===== src/rtl/boot_loader.sv =====
// boot_loader
//   Upstream boot stage for the 6502 core. Receives a program image as a byte
//   stream (load address LSB/MSB, length LSB/MSB, N data bytes, checksum),
//   writes the data into system memory, optionally writes the reset vector at
//   FFFC/FFFD, and then releases the core's reset after RELEASE_DELAY cycles.
//
//   Optional feature macro: BOOT_LOADER_VECTOR_EN
//     defined   - after a valid checksum, FFFC/FFFD are written with the load
//                 address so the core starts at the freshly loaded image.
//     undefined - a valid checksum goes straight to the release delay; the
//                 image must carry its own FFFC/FFFD bytes.
//
// Ports:
//   clk         system clock, all logic on the rising edge
//   resetn      asynchronous active-low reset
//   in_data     stream byte
//   in_valid    in_data valid
//   in_ready    loader accepts a byte (transfer = in_valid && in_ready)
//   mem_we      memory write strobe, one cycle per written byte
//   mem_addr    memory write address
//   mem_wdata   memory write data
//   cpu_resetn  active-low reset to the processor core
//   done        image loaded, core running
//   err         checksum mismatch, core held in reset
module boot_loader #(
   parameter int RELEASE_DELAY = 4,
   parameter int CNT_W         = 8
) (
   input  logic        clk,
   input  logic        resetn,
   input  logic [7:0]  in_data,
   input  logic        in_valid,
   output logic        in_ready,
   output logic        mem_we,
   output logic [15:0] mem_addr,
   output logic [7:0]  mem_wdata,
   output logic        cpu_resetn,
   output logic        done,
   output logic        err
);

   typedef enum logic [3:0] {
      ADDR_L,
      ADDR_H,
      LEN_L,
      LEN_H,
      DATA,
      CSUM,
      VEC_L,
      VEC_H,
      HOLD,
      RUN,
      ERROR
   } state_t;

   // HOLD lasts RELEASE_DELAY cycles: the counter runs 0..RELEASE_DELAY-1.
   localparam logic [CNT_W-1:0] LAST_COUNT = CNT_W'(RELEASE_DELAY - 1);
   localparam logic [CNT_W-1:0] CNT_ONE    = CNT_W'(1);

   state_t           state;
   state_t           state_next;
   logic [7:0]       sum;
   logic [7:0]       sum_next;
   logic [7:0]       csum_total;
   logic [CNT_W-1:0] counter;
   logic [CNT_W-1:0] counter_next;
   logic [15:0]      load_addr;
   logic [15:0]      load_addr_next;
   logic [15:0]      ptr;
   logic [15:0]      ptr_next;
   logic [15:0]      remaining;
   logic [15:0]      remaining_next;
   logic             mem_we_next;
   logic [15:0]      mem_addr_next;
   logic [7:0]       mem_wdata_next;
   logic             accept;

   function automatic logic takes_input(input state_t s);
      return (s == ADDR_L) || (s == ADDR_H) || (s == LEN_L) ||
             (s == LEN_H)  || (s == DATA)   || (s == CSUM);
   endfunction

   // Flags and in_ready are registered from the next state, so they change on
   // the same edge that enters the state they describe.
   always_ff @(posedge clk or negedge resetn) begin
      if (!resetn) begin
         state      <= ADDR_L;
         sum        <= 8'h00;
         counter    <= '0;
         load_addr  <= 16'h0000;
         ptr        <= 16'h0000;
         remaining  <= 16'h0000;
         in_ready   <= 1'b0;
         mem_we     <= 1'b0;
         mem_addr   <= 16'h0000;
         mem_wdata  <= 8'h00;
         cpu_resetn <= 1'b0;
         done       <= 1'b0;
         err        <= 1'b0;
      end else begin
         state      <= state_next;
         sum        <= sum_next;
         counter    <= counter_next;
         load_addr  <= load_addr_next;
         ptr        <= ptr_next;
         remaining  <= remaining_next;
         in_ready   <= takes_input(state_next);
         mem_we     <= mem_we_next;
         mem_addr   <= mem_addr_next;
         mem_wdata  <= mem_wdata_next;
         cpu_resetn <= (state_next == RUN);
         done       <= (state_next == RUN);
         err        <= (state_next == ERROR);
      end
   end

   always_comb begin
      state_next     = state;
      sum_next       = sum;
      counter_next   = counter;
      load_addr_next = load_addr;
      ptr_next       = ptr;
      remaining_next = remaining;
      mem_we_next    = 1'b0;
      mem_addr_next  = mem_addr;
      mem_wdata_next = mem_wdata;
      accept         = in_valid && in_ready;
      csum_total     = sum + in_data;

      if (accept) begin
         sum_next = csum_total;
      end

      case (state)
         ADDR_L: begin
            if (accept) begin
               load_addr_next[7:0] = in_data;
               state_next          = ADDR_H;
            end
         end
         ADDR_H: begin
            if (accept) begin
               load_addr_next[15:8] = in_data;
               ptr_next             = {in_data, load_addr[7:0]};
               state_next           = LEN_L;
            end
         end
         LEN_L: begin
            if (accept) begin
               remaining_next[7:0] = in_data;
               state_next          = LEN_H;
            end
         end
         LEN_H: begin
            if (accept) begin
               remaining_next[15:8] = in_data;
               state_next = ({in_data, remaining[7:0]} != 16'h0000) ? DATA : CSUM;
            end
         end
         DATA: begin
            if (accept) begin
               mem_we_next    = 1'b1;
               mem_addr_next  = ptr;
               mem_wdata_next = in_data;
               ptr_next       = ptr + 16'd1;
               remaining_next = remaining - 16'd1;
               if (remaining == 16'd1) begin
                  state_next = CSUM;
               end
            end
         end
         CSUM: begin
            // Valid image: all accepted bytes including the checksum sum to 0.
            if (accept) begin
               if (csum_total == 8'h00) begin
`ifdef BOOT_LOADER_VECTOR_EN
                  state_next = VEC_L;
`else
                  state_next = HOLD;
`endif
               end else begin
                  state_next = ERROR;
               end
            end
         end
         VEC_L: begin
            mem_we_next    = 1'b1;
            mem_addr_next  = 16'hFFFC;
            mem_wdata_next = load_addr[7:0];
            state_next     = VEC_H;
         end
         VEC_H: begin
            mem_we_next    = 1'b1;
            mem_addr_next  = 16'hFFFD;
            mem_wdata_next = load_addr[15:8];
            state_next     = HOLD;
         end
         HOLD: begin
            if (counter == LAST_COUNT) begin
               state_next = RUN;
            end else begin
               counter_next = counter + CNT_ONE;
            end
         end
         RUN: begin
            state_next = RUN;
         end
         ERROR: begin
            state_next = ERROR;
         end
         default: begin
            state_next = ADDR_L;
         end
      endcase
   end

endmodule


===== config.mk =====
export PLATFORM = sky130hd
export DESIGN_NAME = boot_loader
export DESIGN_NICKNAME = d
export VERILOG_FILES = /design/src/rtl/boot_loader.sv
export SDC_FILE = /design/constraint.sdc
export NUM_CORES = 1
export LEC_CHECK = 0
export ABC_CLOCK_PERIOD_IN_PS = 5300
export CORE_MARGIN = 2
export CORE_UTILIZATION = 55
export CTS_CLUSTER_SIZE = 10
export DETAILED_ROUTE_END_ITERATION = 10
export GPL_TIMING_DRIVEN = 0
export PLACE_DENSITY = 0.76
export SYNTH_ARGS = -nofsm -noshare
export SYNTH_HDL_FRONTEND = slang
export SYNTH_SLANG_ARGS = --single-unit

===== constraint.sdc =====
create_clock -name clk -period 5.3 [get_ports clk]
set_input_delay 1.06 -clock clk [delete_from_list [all_inputs] [get_ports clk]]
set_output_delay 1.06 -clock clk [all_outputs]
set_load 0.02 [all_outputs]

==> qor.txt, run 1 <==
GR Overflow Total: 0
Worst hold path depth: 1
Antenna-violating nets left: 0
Cells resized by post-CTS repair: 0
Core area: 9200 um2
Hold Crit Class: flip-flop to flip-flop
Simple-gate share of the synthesized area: 0.205
Final GP Congestion: 0.947
Layout area overhead: 14.2%
DR iter-0 viols: 250
Crit. Startpoint: in_data[0]
Vias per Instance: 6.28
CP max stage delay: 0.62 ns
Clock tree sinks: 96
Diode count: 0
WL/cell: 18.1 um
Io pins: 40
Post-Syn Area per Cell: 9.37 um2
Starting Density: 0.562
Unique cell type count in the Yosys netlist: 64
# DRC: 0
First-pass GRT wire length: 21700 um
Port Buf Inserts: 38
Most frequent cells after synthesis: 96 x dfrtp_1, 80 x nand2_1, 39 x a21oi_1
Nets: 625
Total Power: 1.27 mW
Startpoint Class: primary input
Fillers: 785
Most used DFF post-synth: dfrtp_1
CP endpoint kind: flip-flop
Post-route non-filler standard cell count: 718
Setup Viol. Count Final: 0
Register share of total power: 0.575
Share of cells above drive strength 1: 0.0988
Status: completed
Fmax achieved: 289 MHz
Pwr dens: 215 nW/um2
WHS: 0.485 ns
Largest family of logic cells by synthesized area: simple AND/OR/NAND/NOR gates
Max VDD drop: 0.000134 V
Register bit total from synthesis: 96
Internal Power: 0.944 mW
Die area: 10200 um2
Maximum clock insertion buffer count: 2
DIE HEIGHT: 101 um
Yosys warning count: 0
Clock edge transition at the registers on the reported setup and hold paths: 0.09 ns
RSZ-0062 raised after global routing: no
Crit-path cells: clkdlybuf4s50_1 > ha_1 > fa_1 > a211o_1 > and3_1 > o311ai_0 > nor4_1 > a21oi_1
Mapped Nets: 575
Setup Buffers After CTS: 0
Worst-Margin Slew: 1.03 ns
Cell with the most instances after synthesis: dfrtp_1
Final period util: 0.652
Drt total wl: 13000 um
Hold Fails Final Rpt: 0
Cells after DPL: 702
Fraction of registers with async set/reset: 1.00
Min-delay src: counter[7]$_DFFE_PN0P_
Mux cell area share after synthesis: 0.0455
Chip width: 101 um
FF-to-FF End: err$_DFF_PN0_
Number of global-route vias before repair: 4390
First-pass DRT Iterations: 5
Finished Core Util: 0.643
Num CTS Buffers: 9
Ranking of synthesized cells by area: dfrtp_1 46%, nand2_1 5.8%, mux2_2 4.4%
Synth top area share: 0.464
Max Cap Viol: 0
Slowest CP cell: clkdlybuf4s50_1
Skew final: 0.0213 ns
Placement Rows: 35
Synth Area in Adders: 0.0305
Slew headroom: 0.306
Clk root buf: clkbuf_8
Post-route setup TNS: 0 ns
Pin count of the biggest net entering global routing: 67
Hold EP: counter[7]$_DFFE_PN0P_
Worst reg2reg path depth: 7
Final min period: 3.46 ns
Post-CTS Hold Fix Bufs: 0
Critical path type: primary input to flip-flop
CTS tree: done
Leakage Power: 2.61 nW
CP Max Fanout: 7
Post-DP HPWL: 8900 um
Mapped Area: 5170 um2
Clk_lat worst skew: 0.39 ns
Sw Ratio: 0.259
Post-synth top area cell: dfrtp_1
Vias: 4512
Clock share of power: 0.382
Combinational Power Share: 0.043
WP data arrival: 3.74 ns
Post-Synth XOR/XNOR Area: 0.0254
Post-synth EDFFs: 0
H-tree depth: 3
Compound-gate portion of the synthesized area: 0.186
Cells after Synth: 552
Sequential element share of the synthesized area: 0.464
Reg2reg setup slack: 2.89 ns
Sw Pwr: 0.329 mW
Critical R2R Launch: sum[0]$_DFFE_PN0P_
Fin. max-slew vios: 0
Critical path required time: 5.59 ns
Initial antenna violation count: 0
Global router's overall resource usage: 0.270
power groups by stage:
stage,Sequential (mW),Clock [mW],Combinational [mW]
after floorplan,0.747,0,0.0177
after global placement,0.747,0,0.0517
after detailed placement,0.746,0,0.0549
after CTS,0.732,0.489,0.0552
after global routing,0.732,0.521,0.0604
final,0.732,0.487,0.0545
stage by stage:
stage          instance area [um2]  worst slack, ns
3_3_place_gp                  5690           -0.389
6_report                      5910             1.84
5_1_grt                       5910             1.69
4_1_cts                       5910             1.84
2_1_floorplan                 5170             2.41
3_5_place_dp                  5720             1.50
kinds of logic after synthesis:
group,count (synthesis)
buffers and inverters,45
XOR/XNOR,15
AND/OR/NAND/NOR,214
AO/OA/AOI/OAI,149
adder cells (fa/ha/maj),12
flip-flops,96
multiplexers,21
flip-flops by register name, indices dropped and copies added, names as in the netlist:
register and count:
err 1, remaining 16, mem_addr 16, state 4, load_addr 16, in_ready 1
done 1, ptr 16, counter 8, mem_wdata 8, mem_we 1, sum 8
routing by layer:
| metal | share of wire | global-route usage | vias to the layer above |
|---|---|---|---|
| met3 | 0.046 | 0.0430 | 40 |
| met2 | 0.47 | 0.425 | 168 |
| met1 | 0.45 | 0.375 | 2191 |
| li1 | - | - | 2113 |
| met4 | 0.030 | 0.106 | 0 |
| met5 | 0 | 0 | - |
placed cells by master, fill, tap and decap left out, drive strengths merged, types with 17 or more instances in the layout:
cell and instances:
dfrtp 96, nand2 80, a21oi 40, clkbuf 40, clkdlybuf4s50 37, nor2 35, o21ai 28, nand3 26
mux2 20, a31oi 17
final cells by class:
class,instances,area [um2],share of cell area
flip-flops and latches,96,2400,0.407
clock inverters,6,55.1,0.00932
plain buffers,37,195,0.0330
well taps,111,139,0.0235
multi-input cells,411,2540,0.431
repair buffers,39,405,0.0686
inverters,8,30.0,0.00508
clock buffers,10,138,0.0233
worst max path at each step:
stage / to / slack, ns / cells after the start
4_1_cts: err$_DFF_PN0_ / 1.84 / 8
6_report: err$_DFF_PN0_ / 1.84 / 8
5_1_grt: state[1]$_DFF_PN0_ / 1.69 / 8
2_1_floorplan: state[1]$_DFF_PN0_ / 2.41 / 7
3_5_place_dp: err$_DFF_PN0_ / 1.50 / 8
3_3_place_gp: remaining[11]$_DFFE_PN0P_ / -0.39 / 1
critical path, delay by kind of cell:
kind                     cells  cell delay (ns)
buffers and inverters        1             0.62
AO/OA/AOI/OAI                3             0.95
adder cells (fa/ha/maj)      2             0.75
AND/OR/NAND/NOR              2             0.36
Power figures use the tool's default switching activity.
==> run 2: changes to the inputs <==
--- a/config.mk
+++ b/config.mk
@@ -5,9 +5,9 @@
 export SDC_FILE = /design/constraint.sdc
 export NUM_CORES = 1
 export LEC_CHECK = 0
-export ABC_CLOCK_PERIOD_IN_PS = 5300
+export ABC_CLOCK_PERIOD_IN_PS = 2900
 export CORE_MARGIN = 2
-export CORE_UTILIZATION = 55
+export CORE_UTILIZATION = 53
 export CTS_CLUSTER_SIZE = 10
 export DETAILED_ROUTE_END_ITERATION = 10
 export GPL_TIMING_DRIVEN = 0
==> constraint.sdc (replaced) <==
create_clock -name clk -period 2.9 [get_ports clk]
set_input_delay 0.58 -clock clk [delete_from_list [all_inputs] [get_ports clk]]
set_output_delay 0.58 -clock clk [all_outputs]
set_load 0.02 [all_outputs]
==> qor.txt, run 2 (same netlist as run 1, synthesis figures left out) <==
Fillers: 837 (+6.6%)
Vias per Instance: 6.14 (-2.3%)
Reg2reg setup slack: 0.57 ns (-2.32 ns)
Setup Viol. Count Final: 0 (unchanged)
Status: completed
CP endpoint kind: flip-flop
Clk_lat worst skew: 0.39 ns (about the same)
Fmax achieved: 372 MHz
Share of cells above drive strength 1: 0.100 (+0.00165)
First-pass DRT Iterations: 5 (unchanged)
Final period util: 0.928
Clock edge transition at the registers on the reported setup and hold paths: 0.11 ns (+0.02 ns)
WP data arrival: 2.95 ns (-0.79 ns)
Slew headroom: 0.354 (+0.0473)
First-pass GRT wire length: 21600 um (-0.19%)
Crit-path cells: clkdlybuf4s50_1 > ha_1 > a211oi_1 > o21ai_0 > xor2_1 > nor4_2 > a22oi_1
Vias: 4542 (+0.66%)
Skew final: 0.0118 ns (-0.00951 ns)
Core area: 9640 um2 (+4.8%)
Pre-CTS WS: -0.492 ns (-1.99 ns)
H-tree depth: 3 (unchanged)
Placement Rows: 36 (+2.9%)
Layout area overhead: 15.5%
# DRC: 0 (unchanged)
Pin count of the biggest net entering global routing: 56 (-16%)
RSZ-0062 raised after global routing: no
Finished Core Util: 0.620 (-0.0228)
Global router's overall resource usage: 0.267 (-0.00232)
Num CTS Buffers: 9 (unchanged)
CTS tree: done
Maximum clock insertion buffer count: 2 (unchanged)
Fin. max-slew vios: 0 (unchanged)
Antenna-violating nets left: 0 (unchanged)
Pwr dens: 413 nW/um2 (+92%)
Nets: 625 (unchanged)
Most common cell after layout, fill and taps aside: dfrtp_1
Io pins: 40 (unchanged)
Post-CTS Hold Fix Bufs: 0 (unchanged)
Leakage Power: 2.63 nW (+0.64%)
Post-DP HPWL: 9240 um (+3.8%)
Hold Fails Final Rpt: 0 (unchanged)
Diode count: 0 (unchanged)
Slowest CP cell: clkdlybuf4s50_1
Total Power: 2.47 mW (+94%)
Final GP Congestion: 0.923 (-2.6%)
Critical path type: primary input to flip-flop
Port Buf Inserts: 38 (unchanged)
Hold Crit Class: primary input to async pin
Clk root buf: clkbuf_8
Worst-Margin Slew: 0.961 ns (-0.0704 ns)
Setup Buffers After CTS: 0 (unchanged)
Critical path required time: 3.16 ns (-2.43 ns)
Setup WS post-layout: 0.209 ns (-1.63 ns)
Drt total wl: 13100 um (+1.2%)
Buf+Inv Stages, Crit Path: 1 (unchanged)
Final min period: 2.69 ns
Max Cap Viol: 0 (unchanged)
Number of global-route vias before repair: 4337 (-1.2%)
Chip width: 103 um (+1.8%)
Startpoint Class: primary input
Initial antenna violation count: 0 (unchanged)
Starting Density: 0.537 (-0.0258)
DR iter-0 viols: 338 (+35%)
GR Overflow Total: 0 (unchanged)
CP Max Fanout: 8 (+1)
Kind of cell adding the most delay to the critical path: compound AO/OA/AOI/OAI gates
DIE HEIGHT: 103 um (+1.8%)
Clock tree sinks: 96 (unchanged)
Die area: 10600 um2 (+3.6%)
CP max stage delay: 0.67 ns (+0.05 ns)
WL/cell: 17.7 um (-1.8%)
Commonest cells after routing, fill and taps aside: 96 x dfrtp_1, 80 x nand2_1, 39 x a21oi_1
Max VDD drop: 0.000290 V (+120%)
run 2: cell types whose count changed in the layout (fill, tap and decap cells not counted):
cell / delta
clkdlybuf4s50_1: -1
nor4_1: -1
clkbuf_8: -1
o311ai_1: +1
inv_6: -2
bufinv_16: +2
o311ai_0: -1
nor4_2: +1
inv_8: +1
dlygate4sd2_1: +1
buf_16: -1
buf_12: +1
run 2: layout make-up:
type / count / area, um2 / share of cell area
clock buffer: 9 / 124 / 0.0207
inverter: 8 / 30.0 / 0.00503
sequential: 96 / 2400 / 0.402
buffer: 37 / 195 / 0.0327
multi-input combinational: 411 / 2550 / 0.427
tap: 133 / 166 / 0.0279
timing repair buffer: 39 / 397 / 0.0664
clock inverter: 7 / 109 / 0.0182
run 2: worst paths after layout:
path,endpoint,cells after the start,startpoint
setup / recovery,state[1]$_DFF_PN0_,7,in_data[2]
hold / removal,load_addr[13]$_DFFE_PN0P_,1,resetn
setup reg to reg,state[0]$_DFF_PN0_,7,state[0]$_DFF_PN0_
hold reg to reg,counter[7]$_DFFE_PN0P_,1,counter[7]$_DFFE_PN0P_
max in group asynchronous,remaining[11]$_DFFE_PN0P_,2,resetn
min in group clk,counter[7]$_DFFE_PN0P_,1,counter[7]$_DFFE_PN0P_
run 2: timing repair:
action                                  CTS  global route
gates resized for setup                   1             2
endpoints found under the setup margin    2             2
cloned                                    0             0
run 2: power by group:
group          internal, mW  switching, mW  total (mW)  leakage (nW)
Sequential             1.34              0        1.34          1.20
Combinational        0.0306         0.0688      0.0993          1.32
Clock                 0.505          0.528        1.03         0.118
run 2: through the flow:
stage                     hold WS [ns]  instances  TNS [ns]  cell area, um2
after floorplan                  0.284        552         0            5170
final                            0.236        740         0            5970
after global placement           0.464        723   -221.05            5720
after detailed placement         0.472        724     -1.40            5740
after global routing             0.298        740         0            5970
after CTS                        0.259        740         0            5970
run 2: layer usage:
layer,wire (um),vias to the layer above,GRT usage
met5,0,-,0
met4,437,0,0.122
met1,5570,2210,0.364
met3,789,43,0.0454
li1,-,2108,-
met2,6330,181,0.421
